<file path="config.mk">
export PLATFORM = sky130hd
export DESIGN_NAME = spi_slave_wb
export DESIGN_NICKNAME = d
export VERILOG_FILES = /design/src/rtl/spi_slave_wb.sv
export SDC_FILE = /design/constraint.sdc
export NUM_CORES = 1
export LEC_CHECK = 0
export ABC_AREA = 1
export BUFFER_PORTS_ARGS = -buffer_cell sky130_fd_sc_hd__buf_2
export CAP_MARGIN = 15
export CORE_MARGIN = 4
export CORE_UTILIZATION = 40
export DETAILED_ROUTE_END_ITERATION = 12
export RECOVER_POWER = 100
export SYNTH_ARGS = -nofsm -noshare
export SYNTH_HDL_FRONTEND = slang
export SYNTH_SLANG_ARGS = --single-unit
</file>
<file path="constraint.sdc">
create_clock -name i_clk -period 13.6 [get_ports i_clk]
set_clock_uncertainty 0.2 [all_clocks]
set_input_delay 3.4 -clock i_clk [delete_from_list [all_inputs] [get_ports i_clk]]
set_output_delay 3.4 -clock i_clk [all_outputs]
set_load 0.1 [all_outputs]
</file>
<file path="src/rtl/spi_slave_wb.sv">
`default_nettype none
// ============================================================================
// Module      : spi_slave_wb
// Description : Mode-0 SPI slave with a Wishbone register file. Assembles
//               32-bit MSB-first words into an RX FIFO and shifts a CPU-loaded
//               TX word out on MISO. Optional macro: SPI_SLAVE_IRQ_EN.
// Revision    : 1.0 - initial release
// ============================================================================
module spi_slave_wb #(
  parameter int DEPTH_LOG2 = 3
) (
  input  logic        i_clk,
  input  logic        i_rst,
  input  logic        i_cs,
  input  logic        i_sclk,
  input  logic        i_mosi,
  output logic        o_miso,
  input  logic [3:0]  i_wb_adr,
  input  logic [31:0] i_wb_dat,
  output logic [31:0] o_wb_dat,
  input  logic        i_wb_we,
  input  logic        i_wb_cyc,
  input  logic        i_wb_stb,
  output logic        o_wb_ack
`ifdef SPI_SLAVE_IRQ_EN
  ,
  output logic        o_irq
`endif
);

  localparam logic [DEPTH_LOG2:0] c_DEPTH   = {1'b1, {DEPTH_LOG2{1'b0}}};
  localparam logic [1:0]          c_RXDATA  = 2'd0;
  localparam logic [1:0]          c_TXDATA  = 2'd1;
  localparam logic [1:0]          c_STATUS  = 2'd2;
  localparam logic [1:0]          c_CTRL    = 2'd3;

  // ---------------------------------------------------------------- sync
  logic [2:0] r_cs_sy;
  logic [2:0] r_sclk_sy;
  logic [2:0] r_mosi_sy;
  logic [1:0] r_settle;

  always_ff @(posedge i_clk) begin
    if (i_rst) begin
      r_cs_sy   <= 3'b000;
      r_sclk_sy <= 3'b000;
      r_mosi_sy <= 3'b000;
      r_settle  <= 2'd0;
    end else begin
      r_cs_sy   <= {r_cs_sy[1:0], i_cs};
      r_sclk_sy <= {r_sclk_sy[1:0], i_sclk};
      r_mosi_sy <= {r_mosi_sy[1:0], i_mosi};
      if (r_settle != 2'd3) r_settle <= r_settle + 2'd1;
    end
  end

  // Edges are masked until the cleared pipeline has refilled, so a pin held
  // high through reset is not mistaken for a fresh chip-select rise.
  logic w_live, w_cs, w_mosi;
  logic w_cs_rise, w_cs_fall, w_sclk_rise, w_sclk_fall;

  assign w_live      = (r_settle == 2'd3);
  assign w_cs        = r_cs_sy[1];
  assign w_mosi      = r_mosi_sy[1];
  assign w_cs_rise   = w_live &  r_cs_sy[1]   & ~r_cs_sy[2];
  assign w_cs_fall   = w_live & ~r_cs_sy[1]   &  r_cs_sy[2];
  assign w_sclk_rise = w_live &  r_sclk_sy[1] & ~r_sclk_sy[2];
  assign w_sclk_fall = w_live & ~r_sclk_sy[1] &  r_sclk_sy[2];

  logic r_armed;
  always_ff @(posedge i_clk) begin
    if (i_rst)          r_armed <= 1'b0;
    else if (w_cs_fall) r_armed <= 1'b0;
    else if (w_cs_rise) r_armed <= 1'b1;
  end

  logic w_rx_bit, w_tx_fall;
  assign w_rx_bit  = r_armed & w_cs & w_sclk_rise;
  assign w_tx_fall = r_armed & w_cs & w_sclk_fall;

  // ---------------------------------------------------------------- RX
  logic [31:0] r_rx_shift;
  logic [4:0]  r_bit_cnt;
  logic        r_push_pend;

  always_ff @(posedge i_clk) begin
    if (i_rst) begin
      r_rx_shift  <= 32'h0;
      r_bit_cnt   <= 5'd0;
      r_push_pend <= 1'b0;
    end else begin
      r_push_pend <= 1'b0;
      if (w_cs_fall || w_cs_rise) begin
        r_bit_cnt <= 5'd0;
      end else if (w_rx_bit) begin
        r_rx_shift <= {r_rx_shift[30:0], w_mosi};
        r_bit_cnt  <= r_bit_cnt + 5'd1;
        if (r_bit_cnt == 5'd31) r_push_pend <= 1'b1;
      end
    end
  end

  // ---------------------------------------------------------------- bus decode
  logic       r_ack;
  logic [1:0] w_sel;
  logic       w_req, w_wr_tx, w_wr_ctrl, w_rd_rx;

  assign w_sel     = i_wb_adr[3:2];
  assign w_req     = i_wb_cyc & i_wb_stb & ~r_ack;
  assign w_wr_tx   = w_req &  i_wb_we & (w_sel == c_TXDATA);
  assign w_wr_ctrl = w_req &  i_wb_we & (w_sel == c_CTRL);
  assign w_rd_rx   = w_req & ~i_wb_we & (w_sel == c_RXDATA);

  // ---------------------------------------------------------------- FIFO
  logic [31:0]         r_mem [c_DEPTH];
  logic [DEPTH_LOG2:0] r_wr_ptr, r_rd_ptr, w_count;
  logic                w_empty, w_full, w_flush, w_push, w_pop, w_drop;

  assign w_count = r_wr_ptr - r_rd_ptr;
  assign w_empty = (w_count == '0);
  assign w_full  = (w_count == c_DEPTH);
  assign w_flush = w_wr_ctrl & i_wb_dat[0];
  assign w_push  = r_push_pend & ~w_full & ~w_flush;
  assign w_drop  = r_push_pend &  w_full & ~w_flush;
  assign w_pop   = w_rd_rx & ~w_empty;

  always_ff @(posedge i_clk) begin
    if (i_rst) begin
      r_wr_ptr <= '0;
      r_rd_ptr <= '0;
    end else if (w_flush) begin
      r_wr_ptr <= '0;
      r_rd_ptr <= '0;
    end else begin
      if (w_push) r_wr_ptr <= r_wr_ptr + 1'b1;
      if (w_pop)  r_rd_ptr <= r_rd_ptr + 1'b1;
    end
  end

  always_ff @(posedge i_clk) begin
    if (w_push) r_mem[r_wr_ptr[DEPTH_LOG2-1:0]] <= r_rx_shift;
  end

  // ---------------------------------------------------------------- TX
  logic [31:0] r_tx_shift, r_tx_hold;
  logic        r_tx_pend, w_tx_load;

  // The next word is loaded on the sclk fall that follows the 32nd rise, so
  // its MSB is on MISO before the master's next sampling edge.
  assign w_tx_load = w_cs_rise | (w_tx_fall & (r_bit_cnt == 5'd0));

  always_ff @(posedge i_clk) begin
    if (i_rst) begin
      r_tx_shift <= 32'h0;
      r_tx_hold  <= 32'h0;
      r_tx_pend  <= 1'b0;
    end else begin
      if (w_tx_load)      r_tx_shift <= r_tx_pend ? r_tx_hold : 32'h0;
      else if (w_tx_fall) r_tx_shift <= {r_tx_shift[30:0], 1'b0};
      if (w_wr_tx) begin
        r_tx_hold <= i_wb_dat;
        r_tx_pend <= 1'b1;
      end else if (w_tx_load) begin
        r_tx_pend <= 1'b0;
      end
    end
  end

  assign o_miso = r_tx_shift[31];

  // ---------------------------------------------------------------- flags
  logic r_ovf, r_udf, r_irq_en;

  always_ff @(posedge i_clk) begin
    if (i_rst) begin
      r_ovf <= 1'b0;
      r_udf <= 1'b0;
    end else begin
      if (w_drop)                        r_ovf <= 1'b1;
      else if (w_wr_ctrl && i_wb_dat[1]) r_ovf <= 1'b0;
      if (w_rd_rx && w_empty)            r_udf <= 1'b1;
      else if (w_wr_ctrl && i_wb_dat[2]) r_udf <= 1'b0;
    end
  end

`ifdef SPI_SLAVE_IRQ_EN
  logic r_irq;
  always_ff @(posedge i_clk) begin
    if (i_rst) begin
      r_irq_en <= 1'b0;
      r_irq    <= 1'b0;
    end else begin
      if (w_wr_ctrl) r_irq_en <= i_wb_dat[3];
      r_irq <= r_irq_en & (~w_empty | r_ovf);
    end
  end
  assign o_irq = r_irq;
`else
  assign r_irq_en = 1'b0;
`endif

  // ---------------------------------------------------------------- read mux
  logic [5:0]  w_cnt6;
  logic [31:0] w_rd_val;

  always_comb begin
    w_cnt6 = 6'd0;
    w_cnt6[DEPTH_LOG2:0] = w_count;
  end

  always_comb begin
    w_rd_val = 32'h0;
    case (w_sel)
      c_RXDATA: w_rd_val = w_empty ? 32'h0 : r_mem[r_rd_ptr[DEPTH_LOG2-1:0]];
      c_TXDATA: w_rd_val = r_tx_hold;
      c_STATUS: w_rd_val = {18'b0, w_cnt6, 3'b0, r_tx_pend, r_udf, r_ovf,
                            w_full, w_empty};
      c_CTRL:   w_rd_val = {28'b0, r_irq_en, 3'b0};
      default:  w_rd_val = 32'h0;
    endcase
  end

  logic [31:0] r_wb_dat;
  always_ff @(posedge i_clk) begin
    if (i_rst) begin
      r_ack    <= 1'b0;
      r_wb_dat <= 32'h0;
    end else begin
      r_ack    <= w_req;
      r_wb_dat <= (w_req && !i_wb_we) ? w_rd_val : 32'h0;
    end
  end

  assign o_wb_ack = r_ack;
  assign o_wb_dat = r_wb_dat;

  logic w_unused;
  assign w_unused = &{1'b0, i_wb_adr[1:0], r_mosi_sy[2]};

endmodule
`default_nettype wire

</file>
==> metrics.txt, run 1 <==
Final ANT Viol Nets=0; CP dominant cell by count=clkbuf_1; final period utilization=roughly 58%; Worst-path clk slew=about 0.050 ns; register area share after synthesis=64.9%; worst hold slack=0.214 ns; WL final=between 40000 and 50000 µm; slowest cell delay on critical path=1.39 ns; largest net degree at the start of global routing=between 80 and 90; Initial Utilization=40.8%; R2R depth=12; clock buffer count from CTS=44; Top Ports=78; WP data required=around 14 ns; worst path arrival time=8.08 ns; clk root buf=clkbuf_16; Critical Path End Type=register; IO buf count=75; Avg Inst Size Synth=9.62 µm²; vias per inst=between 5 and 6; worst skew pair latency=about 0.55 ns; Largest delay share family, worst path=buffers and inverters; Worst R2R Start=r_wr_ptr[0]$_SDFFE_PP0P_; Hold Path Stages=2; Post-CTS Setup Repair Bufs=0; non-filler cells, final=approximately 2.4k; Max-slew headroom=-141%; Fill cells=3870; Final Critical Period=between 7 and 8 ns; synth warn=0; worst-path cell chain=clkbuf_1, clkinv_1, clkbuf_1, nand2_1, clkbuf_1, a21oi_1; full die area=about 45000 µm²; share of cells above drive strength 1=approximately 7.9%; final setup TNS=0 ns; Final Hold Viols=0; final slew viol count=slightly above 400; Syn Nets=1798; Worst Max-Slew Pin Slew=between 3 and 4 ns; Worst Path Max Fanout=approximately 80; core area=between 40000 and 50000 µm²; # H-tree levels=2; number of antenna diodes=0; f_max=between 100 and 150 MHz; Netlist cell types=37; first-pass GRT wire length=about 64000 µm; R2R setup slack=approximately 9.0 ns; status=finished, violations left; Setup CP Type=input pin to register; hold endpoint=r_sclk_sy[1]$_SDFF_PP0_; max cap viols=11; FF+latch count, synth=approximately 420; Post-Syn Area=roughly 17000 µm²; hold_sp=r_sclk_sy[0]$_SDFF_PP0_; Peak VDD IR=just under 0.1 mV; std cell rows=74; Cells after Synth=1744; TritonCTS sink count=about 420; Leak=approximately 7.0 nW; placed cells=approximately 2.3k; post-cts sizing count=0; Final HPWL DP=23100 µm; initial drt markers=~1.2k; CTS tree=yes; CP Buf/Inv Count=4; Max clock buf depth=3; final core utilization=45.9%; gpl congestion=0.833; RSZ-0062 raised after global routing=no; nets=between 1.5k and 2k; vias in the first global route=around 11k; failing checks=max-capacitance violations, max-slew violations; RR Endpoint=r_mem[5][29]$_DFFE_PP_; width of the chip=about 210 µm; hold buffers post-CTS=0; Setup crit start kind=input pin; drt wl/cell=17.9 µm; Final setup violation count=0; antenna violations before repair=0; total global-route track usage=between 10% and 20%; Remaining Overflow, GRT=0; Layout Area Growth over Synthesis=12.3%; power per cell area=135 nW/µm²; die height=about 210 µm; worst min-delay path category=register to register; critical path's slowest cell=clkbuf_1; via count=between 10k and 15k; drc violations=0; drt pass-1 iters=5
==> stage by stage <==
step / setup slack [ns] / total power, mW / cell area, µm²
2_1_floorplan: 6.72 / 1.38 / 16800
3_3_place_gp: 7.71 / 1.40 / 17500
3_5_place_dp: 7.63 / 1.40 / 17500
4_1_cts: 8.22 / 2.57 / 19000
5_1_grt: 5.17 / 2.63 / 18900
6_report: 5.65 / 2.55 / 18900
==> area by class of cell <==
type	instances	area, µm²	area share, %
well taps	532	666	3.53
multi-input cells	1135	5080	27.0
clock inverters	17	160	0.850
inverters	93	353	1.87
flip-flops and latches	416	10900	57.8
repair buffers	92	420	2.23
clock buffers	65	1280	6.77
==> how the worst max path moves through the flow <==
stage | depth (start not counted) | to | slack (ns) | startpoint
floorplan | 7 | r_mem[6][0]$_DFFE_PP_ | 6.72 | i_wb_cyc
global placement | 9 | r_tx_hold[11]$_SDFFE_PP0P_ | 7.71 | i_wb_adr[3]
detailed placement | 9 | r_tx_hold[29]$_SDFFE_PP0P_ | 7.63 | i_wb_adr[3]
CTS | 9 | r_tx_hold[29]$_SDFFE_PP0P_ | 8.22 | i_wb_adr[3]
global route | 5 | r_wr_ptr[1]$_SDFFE_PP0P_ | 5.17 | i_rst
finish | 6 | o_wb_dat[4]$_SDFF_PP0_ | 5.65 | i_rst
==> where the power goes <==
part	switching (mW)	internal, mW
logic	0.0282	0.0121
registers	0.00434	1.33
clock network	0.482	0.692
total	0.514	2.03
==> worst register-to-register path: stages, from the launching register on <==
cell and delay (ns):
dfxtp_1 0.33, inv_1 0.17, ha_1 0.18, inv_1 0.06, fa_1 0.37, nand2_1 0.07, inv_1 0.03, nor2_1 0.18
nor2_2 0.10, nand2_2 0.13, nand2_1 0.24, nor3_1 0.22, clkbuf_1 1.89
==> cells in the mapped netlist (all sizes together) <==
| library cell | number | area (µm²) |
|---|---|---|
| nand3b | 1 | 7.51 |
| nand4 | 28 | 175 |
| o21ai | 87 | 435 |
| clkinv | 1 | 3.75 |
| ha | 9 | 113 |
| dfxtp | 160 | 3200 |
| a22oi | 1 | 7.51 |
| a211oi | 1 | 7.51 |
| nor3 | 6 | 35.0 |
| inv | 92 | 348 |
| clkbuf | 36 | 135 |
| nand3 | 195 | 998 |
| o22ai | 2 | 12.5 |
| or2 | 1 | 6.26 |
| nor3b | 2 | 20.0 |
| buf | 64 | 349 |
| edfxtp | 256 | 7690 |
| a21oi | 81 | 405 |
| xnor2 | 1 | 8.76 |
| nor2 | 204 | 796 |
| o211ai | 6 | 45.0 |
| fa | 1 | 20.0 |
| nand2 | 504 | 1920 |
| xor2 | 5 | 43.8 |
==> metal layers <==
| metal | up-vias | track usage (%) | wire length (µm) |
|---|---|---|---|
| li1 | 5904 | - | - |
| met1 | 5702 | 25.4 | 19000 |
| met2 | 331 | 30.4 | 19900 |
| met3 | 57 | 2.22 | 2300 |
| met4 | 0 | 4.86 | 860 |
| met5 | - | 0 | 0 |
==> placed cells by master, fill, tap and decap left out, types with 4 or more instances in the layout <==
cell type	Yosys	final
inv_1	85	82
clkbuf_16	0	46
inv_2	6	7
clkinv_2	0	8
nor2_1	198	194
clkinvlp_4	0	4
dfxtp_1	160	158
nand4_1	28	28
nand3_1	192	192
xor2_1	5	5
clkbuf_8	0	5
a21oi_1	81	81
clkinv_1	1	4
edfxtp_1	256	256
buf_2	51	39
buf_4	8	7
o211ai_1	6	6
nand2_1	498	499
nor3_1	5	4
clkbuf_1	36	59
nor2_4	3	7
ha_1	9	9
o21ai_0	87	87
==> sequential cells by signal (all words and copies together), names as in the netlist, named ones only <==
| signal | flops |
|---|---|
| o_wb_ack | 1 |
| o_wb_dat | 32 |
| r_armed | 1 |
| r_bit_cnt | 5 |
| r_cs_sy | 3 |
| r_mem | 256 |
| r_mosi_sy | 2 |
| r_ovf | 1 |
| r_push_pend | 1 |
| r_rd_ptr | 4 |
| r_rx_shift | 32 |
| r_sclk_sy | 3 |
| r_settle | 2 |
| r_tx_hold | 32 |
| r_tx_pend | 1 |
| r_tx_shift | 32 |
| r_udf | 1 |
| r_wr_ptr | 4 |
==> cells by family (layout without fill, tap and decap cells) <==
family	Yosys count	count (layout)	share of synthesized area [%]
AOI/OAI and AO/OA	178	178	5.44
xor gates and xnor gates	6	6	0.313
adders and majority gates	10	10	0.790
buffers and inverters	193	267	4.98
DFF	416	416	64.9
and+or+nand+nor	941	941	23.6
(Power assumes the default switching activity.)
==> run 2: changes to the inputs <==
--- a/config.mk
+++ b/config.mk
@@ -5,7 +5,7 @@
 export SDC_FILE = /design/constraint.sdc
 export NUM_CORES = 1
 export LEC_CHECK = 0
-export ABC_AREA = 1
+export ABC_AREA = 0
 export BUFFER_PORTS_ARGS = -buffer_cell sky130_fd_sc_hd__buf_2
 export CAP_MARGIN = 15
 export CORE_MARGIN = 4
==> constraint.sdc (replaced) <==
create_clock -name i_clk -period 7.32 [get_ports i_clk]
set_clock_uncertainty 0.2 [all_clocks]
set_input_delay 1.83 -clock i_clk [delete_from_list [all_inputs] [get_ports i_clk]]
set_output_delay 1.83 -clock i_clk [all_outputs]
set_load 0.1 [all_outputs]
==> run 2 against run 1 <==
Compared with the run above:
- the flow still finishes with violations (max-capacitance violations, max-slew violations)
- final area decreased by 5.1%
- clock power increased by 88%
- via count decreased by 26%
- setup slack got worse by 3.8 ns
- area after synthesis decreased by 6.6%
- utilization increased by 0.35 points
- register-to-register slack got worse by 6.9 ns
- combinational power increased by 37%
- first-iteration DRC count decreased by 34%
==> metrics.txt, run 2 <==
status=finished, violations left (unchanged); failing checks=max-capacitance violations, max-slew violations (unchanged); Post-CTS Setup Repair Bufs=0 (unchanged); WP data required=7.25 ns (was 13.73 ns); pre-CTS setup slack=2.39 ns (was 7.63 ns); Max-slew headroom=-83.5% (was -141%); Worst Max-Slew Pin Slew=2.75 ns (was 3.61 ns); Finished Cell Area=17900 µm² (was 18900 µm²); max FFs per register=256 (unchanged); Worst-path clk slew=0.06 ns (was 0.05 ns); Final HPWL DP=18600 µm (was 23100 µm); Cells after Synth=1071 (was 1744); Final ANT Viol Nets=0 (unchanged); nets=1193 (was 1836); Leak=5.74 nW (was 6.98 nW); FF+latch count, synth=416 (unchanged); largest cells by area after synthesis=edfxtp_1, dfxtp_1, mux4_2 (was edfxtp_1, dfxtp_1, nand2_1); final setup margin=1.84 ns (was 5.65 ns); Syn Nets=1125 (was 1798); drc violations=0 (unchanged); hold buffers post-CTS=0 (unchanged); IO buf count=75 (unchanged); Top Ports=78 (unchanged); Synth area leader=edfxtp_1 (unchanged); synth warn=0 (unchanged); most frequent cells in the layout=edfxtp_1, dfxtp_1, nand2_1 (was nand2_1, edfxtp_1, nor2_1); vias per inst=5.28 (was 5.10); Max clock buf depth=3 (unchanged); RSZ-0062 raised after global routing=no (unchanged); CTS tree=yes (unchanged); Critical Path End Type=register (unchanged); clk root buf=clkbuf_16 (unchanged); power per cell area=264 nW/µm² (was 135 nW/µm²); Setup crit start kind=input pin (unchanged); final setup TNS=0 ns (unchanged); final period utilization=approximately three quarters; number of flops mapped to enable cells by yosys=256 (unchanged); clock buffer count from CTS=41 (was 44); # H-tree levels=2 (unchanged); share of cells above drive strength 1=18.3% (was 7.92%); die height=206 µm (was 213 µm); Layout Area Growth over Synthesis=14.2% (was 12.3%); register area share after synthesis=69.5% (was 64.9%); most common cell after layout, fill and taps aside=edfxtp_1 (was nand2_1); std cell rows=72 (was 74); largest net degree at the start of global routing=67 (was 85); worst skew pair latency=0.54 ns (was 0.55 ns); core area=38700 µm² (was 41100 µm²); Main synth FF type=edfxtp_1 (unchanged); worst min-delay path category=register to register (unchanged); Netlist cell types=46 (was 37); worst path arrival time=5.42 ns (was 8.08 ns); Fill cells=3371 (was 3870); vias in the first global route=8817 (was 11.2k); post-cts sizing count=0 (unchanged); first-pass GRT wire length=51800 µm (was 64400 µm); initial drt markers=801 (was 1208); placed cell area=16600 µm² (was 17500 µm²); max cap viols=9 (was 11); Final setup violation count=0 (unchanged); CP startpoint=i_wb_cyc (was i_rst); drt pass-1 iters=8 (was 5); post-synth top area share=49.0% (was 45.8%); Worst R2R Start=r_wr_ptr[0]$_SDFFE_PP0P_ (unchanged); total global-route track usage=15.7% (was 18.2%); final slew viol count=298 (was 414); Remaining Overflow, GRT=0 (unchanged); Final Hold Viols=0 (unchanged); antenna violations before repair=0 (unchanged); via count=8912 (was 12.0k); f_max=182 MHz; gpl congestion=0.772 (was 0.833); hold_sp=r_mosi_sy[0]$_SDFF_PP0_ (was r_sclk_sy[0]$_SDFF_PP0_); full die area=42400 µm² (was 45300 µm²); number of antenna diodes=0 (unchanged); Avg Inst Size Synth=14.6 µm² (was 9.62 µm²); Synth top cells by count=edfxtp_1, dfxtp_1, nand2_1, a21oi_1, nor2_1 (was nand2_1, edfxtp_1, nor2_1, nand3_1, dfxtp_1); WL final=33200 µm (was 42000 µm); FFs w/ async S/R, synth=0% (unchanged); Peak VDD IR=0.162 mV (was 0.0980 mV); top-count cell post-synth=edfxtp_1 (was nand2_1); TritonCTS sink count=416 (unchanged); worst hold slack=0.239 ns (was 0.214 ns); Post-Syn Area=15700 µm² (was 16800 µm²); Worst Path Max Fanout=17 (was 78); Final Critical Period=around 5.5 ns; width of the chip=206 µm (was 213 µm); Initial Utilization=40.5% (was 40.8%); drt wl/cell=19.7 µm (was 17.9 µm); Setup CP Type=input pin to register (unchanged)
## run 2: cell types whose count changed in the layout (fill, tap and decap cells not counted), moves of 31 or more
cell	before	now
a222oi_1	0	31
inv_1	82	14
mux2_2	0	32
mux4_2	0	64
nand2_1	499	148
nand3_1	192	8
nor2_1	194	77
o21ai_0	87	10
## run 2: per-stage QoR
| stage | instances | power [mW] | utilization, % |
|---|---|---|---|
| 2_1_floorplan | 1071 | 2.55 | - |
| 3_3_place_gp | 1614 | 2.58 | 42.8 |
| 3_5_place_dp | 1614 | 2.58 | 42.8 |
| 4_1_cts | 1689 | 4.77 | 46.5 |
| 5_1_grt | 1689 | 4.88 | 46.2 |
| 6_report | 1689 | 4.72 | 46.2 |
## run 2: power by group
part	total, mW	switching (mW)	internal, mW
combinational	0.0552	0.0372	0.0180
clock	2.20	0.846	1.35
sequential	2.47	0.00526	2.46
total	4.72	0.889	3.83
## run 2: worst max-delay path, cell delays in order
cell and delay [ns]:
buf_2 0.10, nand3b_1 0.19, o21ai_0 0.22, a31oi_1 0.48, nand2_1 0.20, nor2_1 1.38, clkbuf_1 0.98
## run 2: layer usage
layer  vias up  GRT usage [%]  wire (µm)  part of all wire [%]
li1       4170              -          -                     -
met1      4465           22.3      15100                    45
met2       232           25.7      15700                    47
met3        45           2.51       1850                   5.6
met4         0           3.85        568                   1.7
met5         -              0          0                     0
## run 2: kinds of logic (layout without fill, tap and decap cells)
logic type,after synthesis,count (layout),synth area share (%)
DFF,416,416,69.5
and+or+nand+nor,283,283,7.76
AOI/OAI and AO/OA,167,167,7.13
muxes,101,101,11.8
buffers and inverters,83,183,2.37
xor gates and xnor gates,11,11,0.615
adders and majority gates,10,10,0.846
## run 2: cell type report
cell class	instances	area (µm²)	share of cell area (%)
clock buffers	63	1240	6.93
clock inverters	12	191	1.07
well taps	518	648	3.62
repair buffers	94	444	2.48
flip-flops and latches	416	10900	60.9
multi-input cells	572	4430	24.7
inverters	14	52.6	0.294
## run 2: path summary, 6_finish.rpt
path | slack (ns) | cells after the start | end
setup / recovery | 1.84 | 7 | r_mem[7][12]$_DFFE_PP_
hold / removal | 0.24 | 1 | r_mosi_sy[1]$_SDFF_PP0_
setup reg to reg | 2.09 | 10 | r_mem[7][12]$_DFFE_PP_
hold reg to reg | 0.24 | 1 | r_mosi_sy[1]$_SDFF_PP0_
